File: src/rtl/layer_seq_if.sv
// rtl/layer_seq_if.sv - parameter-load, start/busy/done and data bundle for layer_seq
interface layer_seq_if #(
   parameter int SX = 4,
   parameter int SL = 8,
   parameter int N  = 16
);
   localparam int AW = $clog2(SL * (SX + 1));

   logic              we;
   logic [AW-1:0]     waddr;
   logic [N-1:0]      wdata;
   logic              start;
   logic [N*SX-1:0]   nx;
   logic              busy;
   logic              done;
   logic [N*SL-1:0]   ly;

   modport master (output we, waddr, wdata, start, nx, input busy, done, ly);
   modport slave  (input we, waddr, wdata, start, nx, output busy, done, ly);
endinterface

File: src/rtl/layer_seq.sv
// rtl/layer_seq.sv - time-multiplexed fully connected layer, SL nodes on P shared MAC lanes
// Optional macro LAYER_SEQ_RELU_EN selects ReLU activation instead of identity.
module layer_seq #(
   parameter int SX = 4,
   parameter int SL = 8,
   parameter int P  = 2,
   parameter int N  = 16,
   parameter int F  = 12
) (
   input  logic        clk,
   input  logic        rst,
   layer_seq_if.slave  bus
);
   localparam int NW   = SL * (SX + 1);
   localparam int AW   = $clog2(NW);
   localparam int G    = SL / P;
   localparam int GW   = (G > 1) ? $clog2(G) : 1;
   localparam int JW   = (SX > 1) ? $clog2(SX) : 1;
   localparam int ACCW = 2 * N + $clog2(SX + 1);

   typedef enum logic [1:0] {IDLE, ACC, FIN} state_t;

   state_t                 state;
   logic [GW-1:0]          g;
   logic [JW-1:0]          j;
   logic signed [N-1:0]    mem [NW];
   logic signed [N-1:0]    x_q [SX];
   logic signed [ACCW-1:0] acc [P];
   logic signed [ACCW-1:0] acc_nxt [P];
   logic [N-1:0]           act [P];
   logic                   busy_q;
   logic                   done_q;
   logic [N*SL-1:0]        ly_q;

   assign bus.busy = busy_q;
   assign bus.done = done_q;
   assign bus.ly   = ly_q;

   always_comb begin
      logic signed [N-1:0]    w;
      logic signed [N-1:0]    b;
      logic signed [2*N-1:0]  prod;
      logic signed [ACCW-1:0] sum;
      logic signed [ACCW-1:0] shr;
      logic [N-1:0]           res;
      int                     node;
      acc_nxt = '{default: '0};
      act     = '{default: '0};
      for (int p = 0; p < P; p++) begin
         node = int'(g) * P + p;
         w    = mem[AW'(node * (SX + 1) + int'(j))];
         b    = mem[AW'(node * (SX + 1) + SX)];
         prod = x_q[j] * w;
         acc_nxt[p] = acc[p] + {{(ACCW-2*N){prod[2*N-1]}}, prod};
         sum  = acc[p] + {{(ACCW-N-F){b[N-1]}}, b, {F{1'b0}}};
         shr  = sum >>> F;
         // In range when every bit above the N-bit sign position agrees with it.
         if ((&shr[ACCW-1:N-1]) || !(|shr[ACCW-1:N-1]))
            res = shr[N-1:0];
         else
            res = shr[ACCW-1] ? {1'b1, {(N-1){1'b0}}} : {1'b0, {(N-1){1'b1}}};
`ifdef LAYER_SEQ_RELU_EN
         if (res[N-1])
            res = '0;
`endif
         act[p] = res;
      end
   end

   always_ff @(posedge clk or negedge rst) begin
      if (!rst) begin
         state  <= IDLE;
         g      <= '0;
         j      <= '0;
         busy_q <= 1'b0;
         done_q <= 1'b0;
         ly_q   <= '0;
         for (int i = 0; i < NW; i++) mem[i] <= '0;
         for (int i = 0; i < SX; i++) x_q[i] <= '0;
         for (int p = 0; p < P; p++)  acc[p] <= '0;
      end else begin
         done_q <= 1'b0;
         if (state == IDLE && bus.we && ({1'b0, bus.waddr} < (AW+1)'(NW)))
            mem[bus.waddr] <= bus.wdata;
         case (state)
            IDLE: begin
               if (bus.start) begin
                  for (int i = 0; i < SX; i++) x_q[i] <= bus.nx[i*N +: N];
                  for (int p = 0; p < P; p++)  acc[p] <= '0;
                  g      <= '0;
                  j      <= '0;
                  busy_q <= 1'b1;
                  state  <= ACC;
               end
            end
            ACC: begin
               for (int p = 0; p < P; p++) acc[p] <= acc_nxt[p];
               if (j == JW'(SX - 1))
                  state <= FIN;
               else
                  j <= j + 1'b1;
            end
            FIN: begin
               for (int p = 0; p < P; p++) ly_q[(int'(g) * P + p) * N +: N] <= act[p];
               if (g == GW'(G - 1)) begin
                  done_q <= 1'b1;
                  busy_q <= 1'b0;
                  state  <= IDLE;
               end else begin
                  for (int p = 0; p < P; p++) acc[p] <= '0;
                  g     <= g + 1'b1;
                  j     <= '0;
                  state <= ACC;
               end
            end
            default: state <= IDLE;
         endcase
      end
   end
endmodule

File: src/flat_wrapper.sv
// flat-port wrapper written by rule: the top's interface ports become plain ports
module layer_seq_flat 
#(
   parameter int SX = 4,
   parameter int SL = 8,
   parameter int P  = 2,
   parameter int N  = 16,
   parameter int F  = 12
)
  (clk, rst, bus_we, bus_waddr, bus_wdata, bus_start, bus_nx, bus_busy, bus_done, bus_ly);
  layer_seq_if #(.SX(SX), .SL(SL), .N(N)) bus_i ();
  input  logic clk;
  input  logic rst;
  input wire logic [$bits(bus_i.we)-1:0] bus_we;
  input wire logic [$bits(bus_i.waddr)-1:0] bus_waddr;
  input wire logic [$bits(bus_i.wdata)-1:0] bus_wdata;
  input wire logic [$bits(bus_i.start)-1:0] bus_start;
  input wire logic [$bits(bus_i.nx)-1:0] bus_nx;
  output wire logic [$bits(bus_i.busy)-1:0] bus_busy;
  output wire logic [$bits(bus_i.done)-1:0] bus_done;
  output wire logic [$bits(bus_i.ly)-1:0] bus_ly;
  assign bus_i.we = bus_we;
  assign bus_i.waddr = bus_waddr;
  assign bus_i.wdata = bus_wdata;
  assign bus_i.start = bus_start;
  assign bus_i.nx = bus_nx;
  assign bus_busy = bus_i.busy;
  assign bus_done = bus_i.done;
  assign bus_ly = bus_i.ly;
  layer_seq #(.SX(SX), .SL(SL), .P(P), .N(N), .F(F)) u_core (.clk(clk), .rst(rst), .bus(bus_i));
endmodule
File: config.mk
export PLATFORM = sky130hd
export DESIGN_NAME = layer_seq_flat
export DESIGN_NICKNAME = d
export VERILOG_FILES = /design/src/rtl/layer_seq_if.sv /design/src/rtl/layer_seq.sv /design/src/flat_wrapper.sv
export SDC_FILE = /design/constraint.sdc
export NUM_CORES = 2
export LEC_CHECK = 0
export ABC_AREA = 1
export CAP_MARGIN = 20
export CORE_MARGIN = 4
export CORE_UTILIZATION = 35
export CTS_CLUSTER_DIAMETER = 150
export DETAILED_ROUTE_END_ITERATION = 12
export REMOVE_ABC_BUFFERS = 1
export SETUP_SLACK_MARGIN = 0.2
export SYNTH_ARGS = -nofsm -noshare
export SYNTH_HDL_FRONTEND = slang
export SYNTH_SLANG_ARGS = --single-unit
export TNS_END_PERCENT = 50
File: constraint.sdc
create_clock -name clk -period 10.9 [get_ports clk]
set_clock_uncertainty 0.1 [all_clocks]
set_input_delay 1.09 -clock clk [delete_from_list [all_inputs] [get_ports clk]]
set_output_delay 1.09 -clock clk [all_outputs]
set_load 0.01 [all_outputs]
; ---- Word level (Yosys, flattened, before mapping)
; Index checks and enable logic that the tools add are counted.
[totals]
reg_bits = 910
inputBits = 90
out_inout_bits = 130
wordCells = 158
[classes]
add_sub_neg = 13
mul = 4
order_cmp = 8
n_eq_ne = 9
n_shift = 4
muxes = 42
bitwise_logic = 6
reduce_logical = 20
[op_table]
columns = operator, count
row1 = $bwmux W640, 1
row2 = $bmux W16 S6, 4
row3 = $bwmux W128, 2
row4 = $shift A16 B33 Y128 const A, 2
row5 = $shiftx A16 B33 Y128, 2
row6 = $mux W16, 15
row7 = $pmux W70 S3, 1
row8 = $add A35 B35 Y35, 4
row9 = $mux W70, 2
row10 = $demux W16 S6, 1
row11 = $mul A16 B16 Y32, 2
row12 = $neg A32 Y33, 1
row13 = $neg A7 Y33, 1
row14 = $bmux W16 S2, 1
row15 = $mul A32 B4 Y6 const B, 1
row16 = $ge A6 B7 Y1 const B, 4
row17 = $not A6 Y6, 4
row18 = $reduce_and A8 Y1, 2
row19 = $reduce_or A8 Y1, 2
row20 = $add A6 B4 Y6 const B, 2
row21 = $mux W2, 6
row22 = $pmux W2 S3, 2
row23 = $reduce_and A3 Y1, 3
row24 = $ge A7 B7 Y1 const B, 1
row25 = other kinds (25), 40

; ---- Longest topological paths before layout
[depth]
ltp_word = 14
mapped_depth = 58
mapped_depth_nobuf = 52

; ---- Least setup slack after synthesis
; OpenSTA, ideal clock, no wires.
[synth_path]
path_type = register -> register
start = register u_core.g[0]
end = register u_core.acc[34] (netlist bit)
setup_ps = 127
t_arrival_ps = 10123
required_ps = 10673
slack_ps = 549
stages_incl_launch_ff = 50
path_buffers = 6
period_less_slack_ps = 10351
cell_sequence = dfrtp_1 -> inv_2 -> buf_4 -> clkbuf_1 -> clkbuf_1 -> clkbuf_1 -> buf_1 -> ha_1 -> inv_2 -> xor2_4 -> inv_2 -> nor2_2 -> buf_2 -> o21ai_0 -> nand2_1 -> nand3_1 -> nor2_1 -> inv_1 -> (+14 left out) -> nand3_1 -> nand2_1 -> a21boi_0 -> o21ai_0 -> xor2_1 -> ha_1 -> nand2_1 -> nor2_1 -> inv_1 -> nor3_1 -> inv_1 -> nor3_1 -> nand4_1 -> nand3_1 -> xor2_1 -> nand2_1 -> nand3_1 -> o21ai_0
[synth_between]
elab_chain_cells = 10
word_cells_on_any_way = 13
cone_classes = add/sub (3) / mul (2) / eq/ne (2) / mux (4) / bitwise (1) / reduce/logical (1)
[synth_rtl]
columns = element, line_no
row1 = start: declaration, layer_seq.sv:24  ; logic [GW-1:0] g;
row2 = start signal: assignment, layer_seq.sv:111  ; g <= g + 1'b1;
row3 = $add A3 B1 Y4, layer_seq.sv:50  ; node = int'(g) * P + p;
row4 = $mul A32 B4 Y6, layer_seq.sv:51  ; w = mem[AW'(node * (SX + 1) + int'(j))];
row5 = $add A6 B3 Y6, layer_seq.sv:51
row6 = $not A6 Y6 (implied by the code), layer_seq.sv:51
row7 = $bmux W16 S6, layer_seq.sv:51
row8 = $mux W16 (implied by the code) (2 in series), layer_seq.sv:51
row9 = $mul A16 B16 Y32, layer_seq.sv:53  ; prod = x_q[j] * w;
row10 = $add A35 B35 Y35, layer_seq.sv:54  ; acc_nxt[p] = acc[p] + {{(ACCW-2*N){prod[2*N-1]}}, prod};
row11 = $pmux W70 S3, layer_seq.sv:85  ; case (state)
row12 = end: declaration, layer_seq.sv:28  ; logic signed [ACCW-1:0] acc [P];
; Parallel ways exist; a longest one is shown, timed or not. The select of a mux whose other input is x is not followed.
; A chain may end at the register's enable or synchronous reset.

; ---- Worst setup path after layout
[layout_path]
start = register u_core.g[0]
end = register u_core.acc[64] (netlist bit)
[layout_between]
elab_chain_cells = 9
word_cells_on_any_way = 12
cone_classes = add/sub (2) / mul (2) / eq/ne (2) / mux (4) / bitwise (1) / reduce/logical (1)
[layout_rtl]
columns = element, line_no
row1 = $mul A2 B3 Y5, layer_seq.sv:51
row2 = $add A6 B2 Y6, layer_seq.sv:51
row3 = $not A6 Y6 (implied by the code), layer_seq.sv:51
row4 = $bmux W16 S6, layer_seq.sv:51
row5 = $mux W16 (implied by the code) (2 in series), layer_seq.sv:51
row6 = $mul A16 B16 Y32, layer_seq.sv:53
row7 = $add A35 B35 Y35, layer_seq.sv:54
row8 = $pmux W70 S3, layer_seq.sv:85
; Parallel ways exist; a longest one is shown, timed or not. The select of a mux whose other input is x is not followed.

==> impl_metrics.py <==
metrics = {
    "clock_tree": {
        "tritoncts": "yes",
        "cts-hold-fix-buffers": 0,
        "cts.sinks": 910,
        "h-tree-depth": 3,
        "insertion_delay_ns": 0.81,
        "clockBufferDepth": 3,
        "root_buffer": "clkbuf_16",
        "cts_made_buffers": 111,
        "cts.clk_slew.worst_paths_ns": 0.06,
    },
    "yosys": {
        "seq_area_frac_synth_pct": 30.0,
        "syn_area_mm2": 0.0758,
        "synth_edf_count": 0,
        "yosysTopAreaCell": "dfrtp_1",
        "syn_avg_cell_area_um2": 7.54,
        "ys_warn_count": 0,
        "ys_types": 64,
        "synth_area_leaders": "dfrtp_1 30%, fa_1 14%, o21ai_0 11%",
        "synth-seq-cells": 910,
        "async_flop_share_pct": 100,
        "synth_top_cell_area_share_pct": 30.0,
        "synth_top_flop_cell": "dfrtp_1",
        "synth_cells": 10052,
    },
    "cells_and_area": {
        "drive_gt1_share_pct": 7.91,
        "mostFrequentLayoutCells": "1980 x nand2_1, 1619 x o21ai_0, 1100 x inv_1, 907 x dfrtp_1, 810 x a21oi_1",
        "fin_area_mm2": 0.0864,
        "layout_commonest_cell": "nand2_1",
        "syn_to_final_growth_pct": 14.0,
        "nets": 10952,
    },
    "worst_setup_path": {
        "endpoint_kind": "flop",
        "criticalPathCategory": "reg2reg",
        "critPathMostFrequentCell": "inv_1",
        "cp_slowest_stage_delay_ns": 0.56,
        "cp.arrival_ns": 10.90,
        "cp_slowest_cell": "fa_1",
        "required_ns": 11.52,
        "critPathMaxFanout": 13,
        "startpoint_type": "flop",
    },
    "global_route": {
        "overflow": 0,
        "grt_first_pass_wirelength_mm": 448,
        "antenna_found_initial": 8,
        "first_global_vias": 70709,
        "track_usage_pct": 26.0,
        "grt_max_degree": 172,
    },
    "drt": {
        "remaining_drc_errors": 0,
        "wl_per_cell_um": 23.1,
        "routed_via_density": 5.63,
        "dr.pass1.iters": 7,
        "ant_nets": 0,
        "dr_total_vias": 73063,
        "wl_mm": 300,
        "drt_iter0_markers": 9624,
    },
    "sta": {
        "grt_setup_unrepaired": "false",
        "fmax_ghz": 0.0972,
        "fin_tns_setup_ns": 0,
        "layout_worst_path_cycle_share_pct": 94.4,
        "whs_ns": 0.176,
        "worst_pin_slew_ns": 1.16,
        "layout_setup_ws_ns": 0.612,
        "drv_slew": 0,
        "period_needed_ns": 10.29,
        "relSlewSlack_pct": 22.6,
        "setup_viol": 0,
        "hold_viol_final": 0,
    },
    "placement": {
        "place_congestion": 0.948,
        "dp_hpwl_mm": 207,
        "place_area_mm2": 0.0817,
        "preCtsSetupSlack_ns": 0.160,
        "numPortBuffers": 219,
    },
    "floorplan": {
        "core_mm2": 0.215,
        "dieArea_mm2": 0.224,
        "die-height_um": 473,
        "start_util_pct": 35.3,
        "num_io_pins": 220,
        "fp-row-count": 170,
        "die_w_um": 473,
    },
    "run_status": {
        "status": "finished clean",
    },
    "flow_run": {
        "max_cap_violations": 0,
    },
    "hold_path": {
        "hold_path_class": "in2async",
    },
}
==> flip-flops by register name (all words and copies together) (netlist names) <==
register / cells
u_core.bus.done: 1
u_core.state: 2
u_core.j: 2
u_core.bus.busy: 1
u_core.mem: 640
u_core.g: 2
u_core.acc: 70
u_core.bus.ly: 128
u_core.x_q: 64
==> cell usage after synthesis, types with 7 or more instances <==
cell type	instances
nand2_1	2009
o21ai_0	1626
inv_1	1106
dfrtp_1	910
a21oi_1	816
nor2_1	708
fa_1	530
nand3_1	504
clkbuf_1	438
ha_1	290
o211ai_1	188
buf_2	171
nand4_1	89
xor2_1	71
mux2_2	63
xnor2_1	58
buf_1	51
nor3_1	40
nand2_2	31
a211oi_1	28
inv_2	28
a32o_1	26
o221ai_1	25
a21o_1	23
buf_4	23
a31oi_1	14
o21ai_1	14
o21bai_1	14
nor4_1	12
o22ai_1	11
a32oi_1	10
nor2_2	10
nor2_4	10
o21a_1	9
o311ai_0	9
a22o_1	8
o311ai_1	7
==> per-layer routing <==
layer  up-vias  part of all wire (%)  track usage (%)
met5         -                 0.011                0
met4         6                   4.7             11.1
met3       623                    11             6.84
li1      33078                     -                -
met2      3811                    42             38.3
met1     35545                    42             36.0
==> per-stage QoR <==
step / utilization [%] / instances
floorplan: - / 9365
global placement: 38.0 / 12734
detailed placement: 38.0 / 12739
CTS: 39.8 / 12947
global route: 40.2 / 12976
finish: 40.2 / 12983
==> kinds of logic after synthesis <==
kind of cell / synth area share, %
fa+ha+maj: 18.8
compound gates: 20.5
mux: 0.989
xor+xnor: 1.63
simple gates: 18.6
flops: 30.0
buf+inv: 9.50
==> critical path: cells and delay by family (launching register included) <==
family | cells | cell delay [ns]
buf+inv | 9 | 1.23
flops | 1 | 0.54
simple gates | 12 | 1.91
xor+xnor | 2 | 0.43
fa+ha+maj | 10 | 4.26
compound gates | 10 | 1.73
==> repair_timing <==
item | 4_1_cts | 5_1_grt
gates cloned | 0 | 4
setup endpoints to repair | 3 | 29
resized for setup | 1 | 115
setup buffers | 0 | 17
pin swaps | 0 | 10
==> area by class of cell <==
class / count / area (um2)
sequential: 910 / 22800
timing repair buffer: 563 / 5460
inverter: 1140 / 4380
multi-input combinational: 7315 / 46300
timing repair inverter: 1 / 8.76
clock buffer: 157 / 3230
fill: 21776 / 129000
tap: 2838 / 3550
clock inverter: 51 / 734
antenna: 8 / 20.0
==> path summary, 6_finish.rpt <==
check                                   from           endpoint  slack [ns]  depth (start not counted)
max in group asynchronous                rst    u_core.mem[208]        8.20                          3
max reg2reg                      u_core.g[0]     u_core.acc[64]        0.61                         43
min reg2reg                u_core.bus.ly[29]  u_core.bus.ly[29]        0.38                          2
min                                      rst     u_core.x_q[10]        0.18                          1
min in group clk           u_core.bus.ly[29]  u_core.bus.ly[29]        0.38                          2
max                              u_core.g[0]     u_core.acc[64]        0.61                         43
Power is left out: the tool's default activity adds up to more than one toggle a clock period on the data nets, which glitch-free logic cannot reach.
